--- src/rtl/f_pc_seq.sv ---
// Fetch-stage PC sequencer: owns the F PC register and picks the next
// fetch address from vector, ERET, D-stage redirects, hold or PC+4.
module f_pc_seq #(
    parameter logic [31:0] PC_RESET   = 32'h0000_3000,
    parameter logic [31:0] EXC_VECTOR = 32'h0000_4180,
    parameter logic [31:0] IM_LO      = 32'h0000_3000,
    parameter logic [31:0] IM_HI      = 32'h0000_6ffc
) (
    input  logic        clk,
    input  logic        reset,
    input  logic        stall,
    input  logic        req,
    input  logic        eret_d,
    input  logic [31:0] epc,
    input  logic        branch_taken,
    input  logic [31:0] branch_target,
    input  logic        jump,
    input  logic [31:0] jump_target,
    input  logic        jr,
    input  logic [31:0] jr_target,
    input  logic        d_is_ctrl,
    output logic [31:0] pc,
    output logic        pc_en,
    output logic        flush_fd,
    output logic        f_bd,
    output logic        f_exc,
    output logic [4:0]  f_exc_code,
    output logic [2:0]  npc_src
);

    localparam logic [2:0] SRC_SEQ  = 3'd0;
    localparam logic [2:0] SRC_BR   = 3'd1;
    localparam logic [2:0] SRC_J    = 3'd2;
    localparam logic [2:0] SRC_JR   = 3'd3;
    localparam logic [2:0] SRC_ERET = 3'd4;
    localparam logic [2:0] SRC_VEC  = 3'd5;
    localparam logic [2:0] SRC_HOLD = 3'd6;

    localparam logic [4:0] EXC_ADEL = 5'd4;

    typedef enum logic [1:0] {
        RUN = 2'd0,
        VEC = 2'd1,
        RET = 2'd2
    } state_t;

    state_t      state_q;
    logic [31:0] pc_q;
    logic [31:0] pc_d;
    logic [31:0] pc_seq;
    logic [2:0]  src_c;
    logic        en_c;
    logic        flush_c;
    logic        run;
    logic        bad_align;
    logic        bad_range;

    // D-stage redirects are only trusted in RUN; VEC/RET hold a bubble in D.
    assign run    = (state_q == RUN);
    assign pc_seq = pc_q + 32'd4;

    // Next-PC priority select: vector > hold > eret > branch > jump > jr > seq.
    always_comb begin
        pc_d    = pc_seq;
        src_c   = SRC_SEQ;
        en_c    = 1'b1;
        flush_c = 1'b0;
        if (req) begin
            pc_d    = EXC_VECTOR;
            src_c   = SRC_VEC;
            flush_c = 1'b1;
        end else if (stall) begin
            pc_d  = pc_q;
            src_c = SRC_HOLD;
            en_c  = 1'b0;
        end else if (run && eret_d) begin
            pc_d    = epc;
            src_c   = SRC_ERET;
            flush_c = 1'b1;
        end else if (run && branch_taken) begin
            pc_d  = branch_target;
            src_c = SRC_BR;
        end else if (run && jump) begin
            pc_d  = jump_target;
            src_c = SRC_J;
        end else if (run && jr) begin
            pc_d  = jr_target;
            src_c = SRC_JR;
        end
    end

    // PC register and redirect-recovery state.
    always_ff @(posedge clk or posedge reset) begin
        if (reset) begin
            pc_q    <= PC_RESET;
            state_q <= RUN;
        end else begin
            if (en_c) begin
                pc_q <= pc_d;
            end
            if (req) begin
                state_q <= VEC;
            end else if (!stall) begin
                case (state_q)
                    RUN:     state_q <= eret_d ? RET : RUN;
                    default: state_q <= RUN;
                endcase
            end
        end
    end

    // A misaligned or out-of-window PC is flagged once it is the fetch address.
    assign bad_align = (pc_q[1:0] != 2'b00);
    assign bad_range = (pc_q < IM_LO) || (pc_q > IM_HI);

    assign pc         = pc_q;
    assign pc_en      = reset ? 1'b1 : en_c;
    assign flush_fd   = !reset && flush_c;
    assign npc_src    = reset ? SRC_SEQ : src_c;
    assign f_bd       = !reset && d_is_ctrl && run && !req && !eret_d;
    assign f_exc      = !reset && (bad_align || bad_range);
    assign f_exc_code = f_exc ? EXC_ADEL : 5'd0;

endmodule
--- config.mk ---
export PLATFORM = sky130hd
export DESIGN_NAME = f_pc_seq
export DESIGN_NICKNAME = d
export VERILOG_FILES = /design/src/rtl/f_pc_seq.sv
export SDC_FILE = /design/constraint.sdc
export NUM_CORES = 1
export LEC_CHECK = 0
export ABC_CLOCK_PERIOD_IN_PS = 2270
export BUFFER_PORTS_ARGS = -buffer_cell sky130_fd_sc_hd__buf_2
export CORE_ASPECT_RATIO = 0.75
export CORE_UTILIZATION = 47
export CTS_BUF_LIST = sky130_fd_sc_hd__clkbuf_8
export CTS_CLUSTER_SIZE = 20
export DETAILED_ROUTE_END_ITERATION = 12
export PLACE_DENSITY = 0.84
export SYNTH_ARGS = -nofsm -noshare
export SYNTH_HDL_FRONTEND = slang
export SYNTH_SLANG_ARGS = --single-unit
--- constraint.sdc ---
create_clock -name clk -period 2.27 [get_ports clk]
set_input_delay 0 -clock clk [delete_from_list [all_inputs] [get_ports clk]]
set_output_delay 0 -clock clk [all_outputs]
set_load 0.03 [all_outputs]
==> Word level (Yosys, flattened, before mapping) <==
Cells that the tools add are included.
{ "word_totals": {"out_inout_bits": 44, "input_bits": 137, "register_bits": 34} }
{ "op_classes": {"order_cmp": 2, "add_sub_neg": 1, "reduce_logical": 18, "muxes": 24, "eq_ne": 1} }
{ "ops": {"columns": ["cell", "n"], "rows": [
  ["32-bit 2-to-1 mux", 6],
  ["32-bit by 3-bit adder with 32-bit output (second input constant)", 1],
  ["32-bit by 15-bit > comparator with 1-bit output (second input constant)", 1],
  ["32-bit by 14-bit less-than comparator with 1-bit output (second input constant)", 1],
  ["3-bit 2-to-1 mux", 5],
  ["2-bit 2-to-1 mux", 7],
  ["1-bit logical AND", 10],
  ["1-bit 2-to-1 mux", 6],
  ["1-bit logical NOT", 3],
  ["2-bit logical NOT", 1],
  ["1-bit logical OR", 2],
  ["2-bit by 1-bit != test with 1-bit output (second input constant)", 1],
  ["2-bit AND reduction", 1],
  ["2-bit nonzero test", 1]
]} }

==> Longest topological paths before layout <==
Gate-level depths: netlist (run 1).
{ "logic_depth": {"word_depth": 9, "ltp_mapped": 8} }

==> Worst setup path after synthesis (run 1) <==
Ideal clock, no wire load.
{ "synth_path": {"path_kind": "flip-flop to flip-flop", "from": "register pc_q[2] (netlist: pc[2])", "to": "register pc_q[28] (netlist: pc[28])", "stages_incl_launch_ff": 8, "arrival_ps": 2166, "path_slack_ps": -23, "setup_time_ps": 127, "path_cell_list": "dfrtp_1 -> ha_1 -> nand3_1 -> or4_4 -> buf_6 -> or2_4 -> o31ai_1 -> a2bb2oi_1"} }
{ "synth_between": {"elab_chain_cells": 7} }
{ "synth_rtl": {"columns": ["item", "line_no", "source"], "rows": [
  ["from (decl)", "48", "logic [31:0] pc_q;"],
  ["from (signal assigned)", "99", "pc_q <= pc_d;"],
  ["32-bit by 3-bit adder with 32-bit output", "60", "assign pc_seq = pc_q + 32'd4;"],
  ["32-bit 2-to-1 mux", "86", "end else if (run && jr) begin"],
  ["32-bit 2-to-1 mux", "83", "end else if (run && jump) begin"],
  ["32-bit 2-to-1 mux", "80", "end else if (run && branch_taken) begin"],
  ["32-bit 2-to-1 mux", "76", "end else if (run && eret_d) begin"],
  ["32-bit 2-to-1 mux", "72", "end else if (stall) begin"],
  ["32-bit 2-to-1 mux", "68", "if (req) begin"]
]} }
Every way passes these cells. The select of a mux whose other input is x is not followed.
A chain may end at the register's enable or synchronous reset.

==> Final worst setup path (run 1) <==
{ "layout_path": {"from": "register state_q[0]", "to": "output port npc_src[0]"} }
{ "layout_between": {"elab_chain_cells": 9} }
{ "layout_rtl": {"columns": ["item", "line_no", "source"], "rows": [
  ["from (decl)", "47", "state_t state_q;"],
  ["from (signal assigned)", "105", "RUN: state_q <= eret_d ? RET : RUN;"],
  ["2-bit logical NOT (*)", "59", "assign run = (state_q == RUN);"],
  ["1-bit logical AND", "86", null],
  ["2-bit 2-to-1 mux", "86", null],
  ["2-bit 2-to-1 mux", "83", null],
  ["2-bit 2-to-1 mux", "80", null],
  ["3-bit 2-to-1 mux (*)", "76", null],
  ["3-bit 2-to-1 mux (*)", "72", null],
  ["3-bit 2-to-1 mux (*)", "68", null],
  ["3-bit 2-to-1 mux (*)", "119", "assign npc_src = reset ? SRC_SEQ : src_c;"],
  ["to (decl)", "28", "output logic [2:0] npc_src"]
]} }
Mark *: on every way between the ends. The rest lies on a longest branch, timed or not.

==> results of run 1 <==
[power groups by stage]
stage	clock network, mW	logic, mW	registers [mW]
global route	0.509	0.985	0.815
global placement	0	0.878	0.803
floorplan	0	0.433	0.915
detailed placement	0	0.895	0.808
CTS	0.486	0.904	0.798
finish	0.490	0.924	0.805
[synthesized netlist by cell type (3+ instances only)]
| cell | number | area (um2) |
|---|---|---|
| or3_1 | 3 | 18.8 |
| inv_1 | 14 | 52.6 |
| a22oi_1 | 5 | 37.5 |
| a2bb2oi_1 | 4 | 35.0 |
| a21oi_1 | 48 | 240 |
| xnor2_1 | 5 | 43.8 |
| o21ai_0 | 14 | 70.1 |
| xor2_1 | 3 | 26.3 |
| o31ai_1 | 4 | 30.0 |
| nor2_1 | 40 | 150 |
| buf_4 | 5 | 37.5 |
| o22a_1 | 3 | 26.3 |
| nand2_1 | 34 | 128 |
| a21o_1 | 3 | 22.5 |
| buf_1 | 3 | 11.3 |
| a221o_1 | 9 | 90.1 |
| and3_1 | 8 | 50.1 |
| clkbuf_1 | 27 | 101 |
| nor2b_1 | 5 | 31.3 |
| o22ai_1 | 10 | 62.6 |
| a211oi_1 | 5 | 37.5 |
| o211ai_1 | 6 | 45.0 |
| o221ai_1 | 14 | 123 |
| and4_1 | 3 | 26.3 |
| a31oi_1 | 12 | 75.1 |
| nand4_1 | 8 | 50.1 |
| nor3_1 | 14 | 70.1 |
| dfrtp_1 | 32 | 801 |
| nand2b_1 | 3 | 18.8 |
| nand3_1 | 18 | 90.1 |
| a211o_1 | 4 | 35.0 |
| nor4_1 | 9 | 56.3 |
| a221oi_1 | 8 | 70.1 |
| buf_2 | 6 | 30.0 |
[logic make-up after synthesis]
family / share of synthesized area, %
mux: 0.600
fa+ha+maj: 0.375
compound gates: 37.0
simple gates: 26.9
buf+inv: 7.32
other cells: 0.112
xor+xnor: 2.10
flops: 25.6
[routing by layer]
metal | track usage, % | up-vias | routed length (um) | share of wire, %
met4 | 14.1 | 0 | 377 | 2.7
met2 | 59.0 | 395 | 6250 | 45
li1 | - | 2053 | - | -
met1 | 49.6 | 2167 | 5520 | 40
met3 | 7.61 | 52 | 1790 | 13
met5 | 0 | - | 0 | 0
[path summary, 6_finish.rpt]
kind	startpoint	endpoint	slack, ns	cells after the start
max in group asynchronous	reset	pc[13]	1.12	4
setup / recovery	state_q[0]	npc_src[0]	0.05	6
setup reg to reg	state_q[0]	pc[16]	0.07	6
min in group asynchronous	reset	pc[29]	0.34	3
hold reg to reg	pc[12]	pc[12]	0.56	2
hold / removal	epc[0]	pc[0]	0.01	3
[critical path, cell delays in order (launching register included)]
cell and delay [ns]:
dfrtp_2 0.48, or4b_1 0.55, buf_4 0.24, a211oi_1 0.25, nor2_1 0.09, nor2_1 0.10, buf_2 0.20
[timing repair]
| item | CTS | global route |
|---|---|---|
| endpoints found under the setup margin | 0 | 10 |
| hold buffers | 4 | 0 |
| buffers inserted | 0 | 1 |
| gates resized for setup | 0 | 4 |
| endpoints found under the hold margin | 10 | 0 |
[stage by stage]
step	power, mW	std cells	util [%]	TNS [ns]	hold slack (ns)
after global placement	1.68	684	63.3	0	0.0688
after CTS	2.19	696	65.3	0	0.00889
after detailed placement	1.70	684	63.3	0	0.0759
final	2.22	697	65.5	0	0.00965
after floorplan	1.35	443	-	0	0.110
after global routing	2.31	697	65.5	-0.00649	0.0134
[final cells by class]
cell class,count,area (um2),share of cell area [%]
Multi-Input combinational cell,353,2270,50.7
Timing Repair Buffer,204,1100,24.6
Sequential cell,34,858,19.2
Tap cell,84,105,2.35
Clock buffer,6,82.6,1.85
Inverter,14,52.6,1.17
Clock inverter,2,8.76,0.196
[sequential cells by signal, summed over array words and instances, names as in the netlist]
name     cells
pc          32
state_q      2
==> impl_metrics.py, run 1 <==
metrics = {
    "power_and_ir_drop": {
        "pwr-share-seq_pct": 36.3,
        "p_per_area_nw_per_um2": 496,
        "leakagePower_nw": 2.06,
        "p_sw_uw": 940,
        "combPwrFrac_pct": 41.6,
        "vdd_ir_drop_max_mv": 0.250,
        "intPower_mw": 1.28,
        "p_clk_share_pct": 22.1,
        "swShare_pct": 42.3,
    },
    "cts": {
        "tritoncts": "done",
        "cts_sinks": 34,
        "cts_inserted_buffers": 5,
        "clkTransAtPathRegs_ns": 0.08,
        "clkLatencyLatePin_ns": 0.30,
        "cts_root_buf": "clkbuf_8",
        "cts_buffer_depth": 2,
        "cts.htree.levels": 2,
    },
    "floorplan": {
        "dieArea_um2": 7440,
        "start_util_pct": 48.8,
        "core-area_um2": 6830,
        "std_cell_rows": 26,
        "ios": 181,
        "die_h_um": 74.9,
        "die_x_um": 99.3,
    },
    "drt": {
        "vias": 4667,
        "ant_nets": 0,
        "drt-total-wl_um": 13900,
        "first_iter_violations": 588,
        "routedWlPerCell_um": 20.0,
        "drc": 0,
        "first_pass_iters": 7,
        "viasPerCell": 6.70,
    },
    "yosys": {
        "synthesis.area_um2": 3330,
        "yosysSeqAreaShare_pct": 25.6,
        "yosysWarnings": 0,
        "synth_edf_count": 0,
        "synth_flop_cell": "dfrtp_1",
        "avgSynthCellArea_um2": 7.58,
        "synth_seq_cells": 34,
        "synth_cell_type_count": 72,
        "postSynth.asyncResetShare_pct": 100,
        "synthCells": 440,
    },
    "global_route": {
        "grt_max_degree": 28,
        "grt_pass1_wl_um": 21100,
        "grt_pass1_vias": 4221,
        "antenna_found_initial": 0,
        "track_usage_pct": 36.8,
        "overflow": 0,
    },
    "layout": {
        "area_growth_pct": 34.2,
        "fin_area_um2": 4480,
        "antennaDiodeCount": 0,
        "nFillCells": 602,
        "layout_commonest_cell": "buf_2",
        "nets": 750,
        "drive_above_1_share_pct": 38.5,
        "final_cell_mix": "176 x buf_2, 48 x a21oi_1, 39 x nor2_1",
    },
    "worst_setup_path": {
        "worst_ep_required_time_ns": 2.27,
        "path_max_fanout": 21,
        "cp_data_arrival_time_ns": 2.22,
        "setup.worst_path.end_class": "output pin",
        "startpoint_type": "flip-flop",
        "critPathKind": "reg2out",
    },
    "placement": {
        "dp_slack_ns": 0.0952,
        "dpl_cell_area_um2": 4330,
        "port_buffers": 176,
        "finalWeightedCongestion": 0.935,
        "dpl.hpwl_um": 10200,
    },
    "timing": {
        "maxSlewViolCount": 0,
        "setup_viol": 0,
        "finClkSkew_ns": 0.0114,
        "relSlewSlack_pct": 54.0,
        "fmax_mhz": 451,
        "layout_setup_ws_ns": 0.0503,
        "tightest_slew_ns": 0.688,
        "fin_crit_sh_pct": 97.8,
        "period_needed_ns": 2.22,
        "hold_violations": 0,
    },
    "job": {
        "maxCapViolations": 0,
    },
    "hold_path": {
        "hold_class": "in2reg",
    },
    "run_status": {
        "status": "finished clean",
    },
}
Note: power is estimated with default switching activity, not from simulation.
==> run 2, diff against run 1 <==
--- a/config.mk
+++ b/config.mk
@@ -12,7 +12,7 @@
 export CTS_BUF_LIST = sky130_fd_sc_hd__clkbuf_8
 export CTS_CLUSTER_SIZE = 20
 export DETAILED_ROUTE_END_ITERATION = 12
-export PLACE_DENSITY = 0.84
+export PLACE_DENSITY = 0.87
 export SYNTH_ARGS = -nofsm -noshare
 export SYNTH_HDL_FRONTEND = slang
 export SYNTH_SLANG_ARGS = --single-unit
==> run 2 against run 1 <==
Effect of this change: cell count grew 1.1%; fmax grew 1.1%; die area did not move; largest power group unchanged; register-to-register slack is essentially flat; final area increased by 1.5%; critical endpoint is now pc[30]; sequential share of layout area shrank 0.29 points; global-route usage decreased by 0.079 points; critical path type is now reg2reg; critical path depth rose by 1; sequential cell count did not move; clock skew shrank 0.0035 ns; first-iteration DRC count is 10% lower; clock power rose by 4.1%.
==> impl_metrics.py, run 2 (same netlist as run 1, synthesis figures left out) <==
metrics = {
    "run_status": {
        "status": "finished clean",
    },
    "floorplan": {
        "ios": 181,
        "std_cell_rows": 26,
        "dieArea_um2": 7440,
        "core-area_um2": 6830,
        "die_h_um": 74.9,
        "start_util_pct": 48.8,
        "die_x_um": 99.3,
    },
    "timing": {
        "hold_violations": 0,
        "holdWs_ns": 0.0155,
        "maxSlewViolCount": 0,
        "fin_setup_tns_ns": 0,
        "setup_viol": 0,
        "period_needed_ns": 2.20,
        "fmax_mhz": 455,
        "relSlewSlack_pct": 43.8,
        "finClkSkew_ns": 0.00795,
        "layout_setup_ws_ns": 0.0737,
        "tightest_slew_ns": 0.841,
        "fin_crit_sh_pct": 96.8,
    },
    "layout": {
        "final_cell_mix": "175 x buf_2, 48 x a21oi_1, 40 x nor2_1",
        "fin_area_um2": 4540,
        "area_growth_pct": 36.2,
        "drive_above_1_share_pct": 38.8,
        "nFillCells": 591,
        "antennaDiodeCount": 0,
        "largest_register_ff_count": 32,
        "layout_commonest_cell": "buf_2",
        "nets": 758,
    },
    "worst_setup_path": {
        "setup.worst_path.end_class": "flip-flop",
        "path_max_fanout": 7,
        "cp_data_arrival_time_ns": 2.42,
        "worst_ep_required_time_ns": 2.49,
        "critPathKind": "reg2reg",
        "startpoint_type": "flip-flop",
    },
    "hold_path": {
        "hold_class": "in2reg",
    },
    "placement": {
        "dpl.hpwl_um": 10300,
        "finalWeightedCongestion": 0.889,
        "port_buffers": 176,
        "dp_slack_ns": 0.115,
        "dpl_cell_area_um2": 4330,
    },
    "global_route": {
        "grt_pass1_vias": 4270,
        "overflow": 0,
        "grt_max_degree": 29,
        "track_usage_pct": 36.7,
        "antenna_found_initial": 0,
        "grt_pass1_wl_um": 21000,
    },
    "cts": {
        "cts_sinks": 34,
        "cts_root_buf": "clkbuf_8",
        "cts_inserted_buffers": 5,
        "cts.htree.levels": 2,
        "tritoncts": "done",
        "clkTransAtPathRegs_ns": 0.08,
        "clkLatencyLatePin_ns": 0.30,
        "cts_buffer_depth": 2,
    },
    "drt": {
        "ant_nets": 0,
        "first_pass_iters": 6,
        "drc": 0,
        "routedWlPerCell_um": 19.8,
        "first_iter_violations": 527,
        "viasPerCell": 6.69,
        "vias": 4713,
        "drt-total-wl_um": 14000,
    },
    "job": {
        "maxCapViolations": 0,
    },
    "power_and_ir_drop": {
        "p_per_area_nw_per_um2": 495,
        "leakagePower_nw": 2.09,
        "total_power_mw": 2.25,
        "vdd_ir_drop_max_mv": 0.208,
    },
}
==> run 2: changes by cell type in the layout (fill, tap and decap cells not counted) <==
cell,change
buf_4,+5
buf_2,-1
nand3_1,+1
clkbuf_4,+1
nand3_2,-1
clkinvlp_4,+1
nor2_1,+1
dlygate4sd3_1,+2
buf_6,+1
nor2_2,-1
inv_1,-1
==> run 2: final timing paths <==
| kind | start | endpoint | slack (ns) | cells after the start |
|---|---|---|---|---|
| max reg2reg | pc[2] | pc[30] | 0.07 | 7 |
| min | epc[23] | pc[23] | 0.02 | 3 |
| min reg2reg | pc[12] | pc[12] | 0.57 | 2 |
| max | pc[2] | pc[30] | 0.07 | 7 |
| max in group asynchronous | reset | pc[13] | 1.63 | 4 |
| min in group asynchronous | reset | state_q[0] | 0.32 | 4 |
==> run 2: final cells by class <==
class | instances | area (um2) | area share [%]
Tap cell | 84 | 105 | 2.31
Multi-Input combinational cell | 353 | 2260 | 49.7
Clock buffer | 6 | 82.6 | 1.82
Timing Repair Buffer | 212 | 1170 | 25.8
Inverter | 14 | 52.6 | 1.16
Sequential cell | 34 | 858 | 18.9
Clock inverter | 2 | 12.5 | 0.275
==> run 2: what timing repair did <==
| action | in CTS | in global routing |
|---|---|---|
| endpoints found under the hold margin | 37 | 0 |
| hold buffers | 6 | 0 |
| setup buffers | 0 | 7 |
| gates resized for setup | 0 | 4 |
| setup endpoints to repair | 0 | 6 |
==> run 2: power breakdown <==
part | switching [mW] | internal, mW
clock network | 0.265 | 0.244
logic | 0.569 | 0.367
registers | 0.121 | 0.680
==> run 2: stage by stage <==
| step | std cells | util [%] |
|---|---|---|
| 2_1_floorplan | 443 | - |
| 3_3_place_gp | 684 | 63.3 |
| 3_5_place_dp | 684 | 63.3 |
| 4_1_cts | 698 | 65.6 |
| 5_1_grt | 705 | 66.5 |
| 6_report | 705 | 66.5 |
==> run 2: routing by layer <==
metal	global-route usage, %	routed length [um]
met1	47.4	5310
met2	57.4	6210
met3	10.4	1840
met4	18.0	593
met5	0	0
==> run 2: worst max-delay path, cell delays in order (launching register included) <==
cell     delay [ns]
dfrtp_2        0.43
ha_1           0.21
nand3_1        0.16
or4_4          0.60
buf_4          0.18
nor3_1         0.25
o22ai_1        0.15
a21oi_1        0.14
